### src/rtl/onewire_temp_slave.sv
// DS18B20-style 1-Wire responder: reset/presence, Skip ROM, Convert T, Read Scratchpad with live CRC8.
// DQ seen through a 2-FF synchroniser; all slot timing in us ticks; the master paces every slot.
module onewire_temp_slave #(
  parameter int FCLK      = 125,
  parameter int T_RST_MIN = 400,
  parameter int T_PD_WAIT = 30,
  parameter int T_PRES    = 120,
  parameter int T_SAMPLE  = 30,
  parameter int T_RD_HOLD = 30,
  parameter int CONV_US   = 750
) (
  input  logic        clk,
  input  logic        rst_n,
  input  logic        dq_in,
  output logic        dq_oe,
  input  logic [15:0] temp_in,
  output logic        conv_busy,
  output logic [7:0]  rx_byte,
  output logic        rx_valid,
  output logic        presence,
  output logic        cmd_err
);
  localparam int CW = (FCLK > 1) ? $clog2(FCLK) : 1;
  localparam int UW = $clog2(CONV_US + T_RST_MIN + T_PRES + 2);
  localparam logic [CW-1:0] C1         = CW'(1);
  localparam logic [CW-1:0] US_LAST    = CW'(FCLK - 1);
  localparam logic [UW-1:0] U1         = UW'(1);
  localparam logic [UW-1:0] RST_MIN    = UW'(T_RST_MIN);
  localparam logic [UW-1:0] PDW_LAST   = UW'(T_PD_WAIT - 1);
  localparam logic [UW-1:0] PRES_LAST  = UW'(T_PRES - 1);
  localparam logic [UW-1:0] SAMP_LAST  = UW'(T_SAMPLE - 1);
  localparam logic [UW-1:0] HOLD_LAST  = UW'(T_RD_HOLD - 1);
  localparam logic [UW-1:0] CONV_LAST  = UW'(CONV_US - 1);

  typedef enum logic [2:0] {IDLE, PD_WAIT, PRESENCE, ROM_RX, FUNC_RX, CONV, TX_SCR} state_t;

  state_t          state;
  logic [CW-1:0]   us_cnt;
  logic            dq_s1, dq_s2, dq_prev;
  logic [UW-1:0]   low_us, slot_us, tmr, conv_us;
  logic            slot_act, holding;
  logic [6:0]      bit_cnt;
  logic [7:0]      rx_sh, crc;
  logic [15:0]     temp_reg;

  logic        tick, fall, rise, bus_rst, tx_bit, fb;
  logic [63:0] scr;
  logic [7:0]  rx_next, crc_next;

  assign tick     = (us_cnt == US_LAST);
  assign fall     = dq_prev & ~dq_s2;
  assign rise     = ~dq_prev & dq_s2;
  assign bus_rst  = rise & (low_us == RST_MIN) & ~dq_oe;
  assign scr      = {8'h10, 8'h0C, 8'hFF, 8'h7F, 8'h46, 8'h4B, temp_reg};
  // Bits 64..71 are the CRC byte, frozen once the 64 data bits have gone out.
  assign tx_bit   = bit_cnt[6] ? crc[bit_cnt[2:0]] : scr[bit_cnt[5:0]];
  assign fb       = crc[0] ^ tx_bit;
  assign crc_next = {1'b0, crc[7:1]} ^ (fb ? 8'h8C : 8'h00);
  assign rx_next  = {dq_s2, rx_sh[7:1]};

  always_ff @(posedge clk or negedge rst_n) begin
    if (!rst_n) begin
      state     <= IDLE;
      us_cnt    <= '0;
      dq_s1     <= 1'b1;
      dq_s2     <= 1'b1;
      dq_prev   <= 1'b1;
      low_us    <= '0;
      slot_us   <= '0;
      tmr       <= '0;
      conv_us   <= '0;
      slot_act  <= 1'b0;
      holding   <= 1'b0;
      bit_cnt   <= '0;
      rx_sh     <= '0;
      crc       <= '0;
      temp_reg  <= 16'h0550;
      dq_oe     <= 1'b0;
      conv_busy <= 1'b0;
      rx_byte   <= '0;
      rx_valid  <= 1'b0;
      presence  <= 1'b0;
      cmd_err   <= 1'b0;
    end else begin
      rx_valid <= 1'b0;
      presence <= 1'b0;
      cmd_err  <= 1'b0;
      dq_s1    <= dq_in;
      dq_s2    <= dq_s1;
      dq_prev  <= dq_s2;
      us_cnt   <= tick ? '0 : us_cnt + C1;

      if (fall)
        low_us <= '0;
      else if (tick && !dq_s2 && low_us != RST_MIN)
        low_us <= low_us + U1;

      // Conversion runs independently of bus activity, including bus resets.
      if (conv_busy && tick) begin
        if (conv_us == CONV_LAST) begin
          conv_busy <= 1'b0;
          temp_reg  <= temp_in;
        end else begin
          conv_us <= conv_us + U1;
        end
      end

      if (holding && tick) begin
        if (tmr == HOLD_LAST) begin
          holding <= 1'b0;
          dq_oe   <= 1'b0;
        end else begin
          tmr <= tmr + U1;
        end
      end

      if (bus_rst) begin
        state    <= PD_WAIT;
        tmr      <= '0;
        bit_cnt  <= '0;
        slot_act <= 1'b0;
        holding  <= 1'b0;
        dq_oe    <= 1'b0;
      end else begin
        case (state)
          IDLE: ;
          PD_WAIT: if (tick) begin
            if (tmr == PDW_LAST) begin
              state    <= PRESENCE;
              dq_oe    <= 1'b1;
              presence <= 1'b1;
              tmr      <= '0;
            end else begin
              tmr <= tmr + U1;
            end
          end
          PRESENCE: if (tick) begin
            if (tmr == PRES_LAST) begin
              dq_oe <= 1'b0;
              state <= ROM_RX;
            end else begin
              tmr <= tmr + U1;
            end
          end
          ROM_RX, FUNC_RX: begin
            if (fall && !dq_oe) begin
              slot_act <= 1'b1;
              slot_us  <= '0;
            end else if (slot_act && tick) begin
              if (slot_us == SAMP_LAST) begin
                slot_act <= 1'b0;
                rx_sh    <= rx_next;
                bit_cnt  <= bit_cnt + 7'd1;
                if (bit_cnt[2:0] == 3'd7) begin
                  rx_byte  <= rx_next;
                  rx_valid <= 1'b1;
                  bit_cnt  <= '0;
                  if (state == ROM_RX) begin
                    if (rx_next == 8'hCC) state <= FUNC_RX;
                    else begin
                      cmd_err <= 1'b1;
                      state   <= IDLE;
                    end
                  end else if (rx_next == 8'h44) begin
                    conv_busy <= 1'b1;
                    conv_us   <= '0;
                    state     <= CONV;
                  end else if (rx_next == 8'hBE) begin
                    crc   <= '0;
                    state <= TX_SCR;
                  end else begin
                    cmd_err <= 1'b1;
                    state   <= IDLE;
                  end
                end
              end else begin
                slot_us <= slot_us + U1;
              end
            end
          end
          CONV: if (fall && !dq_oe && conv_busy) begin
            dq_oe   <= 1'b1;
            holding <= 1'b1;
            tmr     <= '0;
          end
          TX_SCR: if (fall && !dq_oe) begin
            if (!tx_bit) begin
              dq_oe   <= 1'b1;
              holding <= 1'b1;
              tmr     <= '0;
            end
            if (!bit_cnt[6]) crc <= crc_next;
            bit_cnt <= bit_cnt + 7'd1;
            if (bit_cnt == 7'd71) state <= IDLE;
          end
          default: state <= IDLE;
        endcase
      end
    end
  end
endmodule

### config.mk
export PLATFORM = sky130hd
export DESIGN_NAME = onewire_temp_slave
export DESIGN_NICKNAME = d
export VERILOG_FILES = /design/src/rtl/onewire_temp_slave.sv
export SDC_FILE = /design/constraint.sdc
export NUM_CORES = 1
export LEC_CHECK = 0
export BUFFER_PORTS_ARGS = -buffer_cell sky130_fd_sc_hd__buf_2
export CAP_MARGIN = 10
export CELL_PAD_IN_SITES_DETAIL_PLACEMENT = 1
export CELL_PAD_IN_SITES_GLOBAL_PLACEMENT = 1
export CORE_ASPECT_RATIO = 1.75
export CORE_MARGIN = 4
export CORE_UTILIZATION = 49
export CTS_CLUSTER_DIAMETER = 100
export DETAILED_ROUTE_END_ITERATION = 12
export GPL_TIMING_DRIVEN = 0
export HOLD_SLACK_MARGIN = 0.05
export PLACE_DENSITY = 0.84
export SYNTH_ARGS = -nofsm -noshare
export SYNTH_HDL_FRONTEND = slang
export SYNTH_SLANG_ARGS = --single-unit
### constraint.sdc
create_clock -name clk -period 2.95 [get_ports clk]
set_clock_uncertainty 0.05 [all_clocks]
set_input_delay 0.885 -clock clk [delete_from_list [all_inputs] [get_ports clk]]
set_output_delay 0.885 -clock clk [all_outputs]
set_load 0.02 [all_outputs]
==> insert_results.sql <==
INSERT INTO impl_metrics (metric_group, metric, value, unit) VALUES
('outcome', 'status', 'completed', ''),
('floorplan', 'core_region_area', '12570', 'um^2'),
('timing', 'fin_ws', '0.1397', 'ns'),
('global_route', 'first_global_vias', '5716', ''),
('critical_path', 'cp_delay_by_family_top', 'simple AND/OR/NAND/NOR gates', ''),
('logic_synthesis', 'ys.warnings.count', '0', ''),
('floorplan', 'initial_core_utilization', '50.32', '%'),
('critical_path', 'timing.critical_path.arrival', '3.02', 'ns'),
('logic_synthesis', 'yosys_register_bits', '110', ''),
('timing', 'hold_slack', '0.3119', 'ns'),
('critical_path', 'critPathBufInv', '4', ''),
('timing', 'clock.fmax', '355.8', 'MHz'),
('clock_tree', 'clk_latency', '0.36', 'ns'),
('placement', 'port-buffer-count', '31', ''),
('logic_synthesis', 'synth_top_cell_area_share', '40.76', '%'),
('critical_path', 'cp_slowest_cell', 'sky130_fd_sc_hd__dfstp_2', ''),
('logic_synthesis', 'synth_largest_area_cell', 'sky130_fd_sc_hd__dfrtp_1', ''),
('logic_synthesis', 'ys_types', '81', ''),
('flow_run', 'cap_viol_max_count', '0', ''),
('logic_synthesis', 'synthesis.area', '6324', 'um^2'),
('routing', 'dr_vias_cell', '6.015', ''),
('min_path', 'worstHoldPathCells', '0', ''),
('critical_path', 'start_kind', 'register', ''),
('finish', 'num_antenna_cells', '0', ''),
('logic_synthesis', 'synth_edf_count', '0', ''),
('clock_tree', 'tritoncts', 'yes', ''),
('critical_path', 'rrSetupSlack', '0.14', 'ns'),
('clock_tree', 'path_clk_slew', '0.08', 'ns'),
('logic_synthesis', 'synth.top_cells.by_area', 'sky130_fd_sc_hd__dfrtp_1 (41%), sky130_fd_sc_hd__mux2_2 (6.4%), sky130_fd_sc_hd__nor2_1 (3.6%)', ''),
('logic_synthesis', 'synth_cells', '624', ''),
('routing', 'routed_wire_length_per_instance', '19.48', 'um'),
('critical_path', 'worst_setup_end_kind', 'register', ''),
('min_path', 'worst_hold_startpoint', 'dq_s1', ''),
('placement', 'detailedPlacementHpwl', '12340', 'um'),
('placement', 'place_worst_setup_slack', '-0.2671', 'ns'),
('finish', 'largest_register_ffs', '16', ''),
('floorplan', 'io_pins', '32', ''),
('logic_synthesis', 'synth_ff_type', 'sky130_fd_sc_hd__dfrtp_1', ''),
('routing', 'wl', '16380', 'um'),
('floorplan', 'die_x', '93.88', 'um'),
('critical_path', 'path_depth_of_the_worst_reg2reg_path', '8', ''),
('clock_tree', 'holdBufCountCts', '0', ''),
('routing', 'route.detailed.drc', '0', ''),
('critical_path', 'cp_max_fo', '10', ''),
('timing', 'hold_violation_total_from_the_final_report', '0', ''),
('pwr', 'vdd.ir_drop.worst', '0.0002758', 'V'),
('critical_path', 'worst_ep_required_time', '3.16', 'ns'),
('timing', 'timing.final.setup_violations', '0', ''),
('placement', 'final_wtd_congestion', '0.8886', ''),
('floorplan', 'rows', '54', ''),
('pwr', 'totalPowerFinal', '0.002821', 'W'),
('timing', 'clock_period_minus_final_worst_setup_slack', '2.810', 'ns'),
('global_route', 'grt_max_degree', '65', ''),
('pwr', 'power.density_cell_area', '399.5', 'nW/um^2'),
('pwr', 'lkg_pwr', '3.156', 'nW'),
('placement', 'postPlaceCellArea', '6719', 'um^2'),
('timing', 'maxSlewViolCount', '0', ''),
('global_route', 'overflow', '0', ''),
('clock_tree', 'cts-root-to-sink-buffers', '2', ''),
('finish', 'design.final.nets', '704', ''),
('floorplan', 'fp.dieArea', '14860', 'um^2'),
('finish', 'syn_to_final_growth', '11.67', '%'),
('min_path', 'hold_class', 'reg -> reg', ''),
('timing', 'timing.max_slew.rel_slack', '41.50', '%'),
('logic_synthesis', 'postSynth.asyncResetShare', '100.0', '%'),
('global_route', 'antenna_found_initial', '0', ''),
('min_path', 'hold_end', 'dq_s2', ''),
('clock_tree', 'numCtsBuffers', '9', ''),
('global_route', 'grt_first_pass_wirelength', '27890', 'um'),
('critical_path', 'crit_chain', 'clkbuf_2 -> or3b_2 -> or4_1 -> buf_4 -> and4_1 -> clkbuf_1 -> buf_2 -> o22ai_1', ''),
('logic_synthesis', 'postSynthNetCount', '660', '');
-- area by class of cell --
| type | instances | area [um^2] |
|---|---|---|
| flip-flops and latches | 110 | 2763 |
| fillers | 1434 | 5505 |
| plain buffers | 25 | 133.9 |
| repair buffers | 33 | 192.7 |
| clock buffers | 9 | 225.2 |
| inverters | 25 | 93.84 |
| well taps | 168 | 210.2 |
| multi-input cells | 464 | 3361 |
| clock inverters | 7 | 82.58 |
-- per-layer routing --
metal	up-vias	wire, um	track usage (%)
li1	2373	-	-
met1	2548	6219	25.15
met2	91	9194	44.80
met3	47	364	3.452
met4	0	600	10.67
met5	-	0	0
-- worst reg2reg max path: stages (launching register included) --
cell                       delay, ns
sky130_fd_sc_hd__dfstp_2        0.55
sky130_fd_sc_hd__clkbuf_2       0.24
sky130_fd_sc_hd__or3b_2         0.51
sky130_fd_sc_hd__or4_1          0.41
sky130_fd_sc_hd__buf_4          0.19
sky130_fd_sc_hd__and4_1         0.18
sky130_fd_sc_hd__clkbuf_1       0.15
sky130_fd_sc_hd__buf_2          0.20
sky130_fd_sc_hd__o22ai_1        0.22
-- worst max-delay path by stage --
stage               start          end  slack [ns]  cells past startpoint
2_1_floorplan  bit_cnt[1]      tmr[10]        0.41                      9
3_3_place_gp        rst_n  temp_reg[2]       -0.28                      1
3_5_place_dp   bit_cnt[1]      tmr[10]       -0.27                      9
4_1_cts         us_cnt[0]       crc[6]        0.04                     11
5_1_grt        bit_cnt[0]       tmr[4]     -0.0006                      8
6_report            dq_s2       crc[7]        0.14                      8
-- per-stage QoR --
step	setup TNS [ns]	cells	util [%]
2_1_floorplan	0	624	-
3_3_place_gp	-28.42	823	53.23
3_5_place_dp	-1.107	824	53.46
4_1_cts	0	840	55.91
5_1_grt	-0.0005642	841	56.19
6_report	0	841	56.19
-- placed cells by master (no fill, tap or decap), drive strengths merged, types with 6 or more instances in the layout --
cell,instances
a21oi,26
and2,9
and3,16
and4,6
buf,48
clkbuf,19
dfrtp,103
dfstp,7
ha,17
inv,28
mux2,36
mux2i,9
nand2,44
nand2b,8
nand3,27
nand4,16
nor2,60
nor2b,9
nor3,10
nor4,7
o21ai,32
o22ai,11
or4,6
xnor2,10
xor2,23
-- synthesized netlist by cell type, drive strengths merged, types with 3 or more instances --
master  instances
or3b            4
nand2b          8
inv            24
nand3b          3
and4            6
nand3          27
mux4            3
o22ai          11
dfstp           7
or4             6
buf            15
a311oi          5
nor2           60
a22oi           5
mux2           36
a21oi          26
xor2           23
nand4          16
ha             17
nor2b           9
and3b           4
and2            9
dfrtp         103
nor4b           3
nor3b           3
o31ai           3
a31oi           3
and3           16
nor3           10
o21ai          32
mux2i           9
or3             3
nor4            7
xnor2          10
a32o            4
clkbuf         10
nand2          44
-- where the power goes --
group / switching, W / leakage (nW) / internal (W)
clock: 0.000637 / 0.148 / 0.000610
sequential: 0.00000157 / 1.50 / 0.00151
combinational: 0.0000445 / 1.51 / 0.0000182
total: 0.000683 / 3.16 / 0.00214
-- repair_timing --
action	CTS	global route
cloned	0	0
setup buffers	0	1
resized for setup	2	9
pin swaps	0	1
endpoints found under the setup margin	9	45
-- kinds of logic (layout without fill, tap and decap cells) --
group	count (synthesis)	after routing	synth area share (%)
and+or+nand+nor	249	249	22.24
AOI/OAI and AO/OA	115	115	12.84
DFF	110	110	43.67
buffers and inverters	50	99	3.581
muxes	48	48	9.023
xor gates and xnor gates	35	35	5.283
adders and majority gates	17	17	3.364
Note: power is estimated with default switching activity, not from simulation.
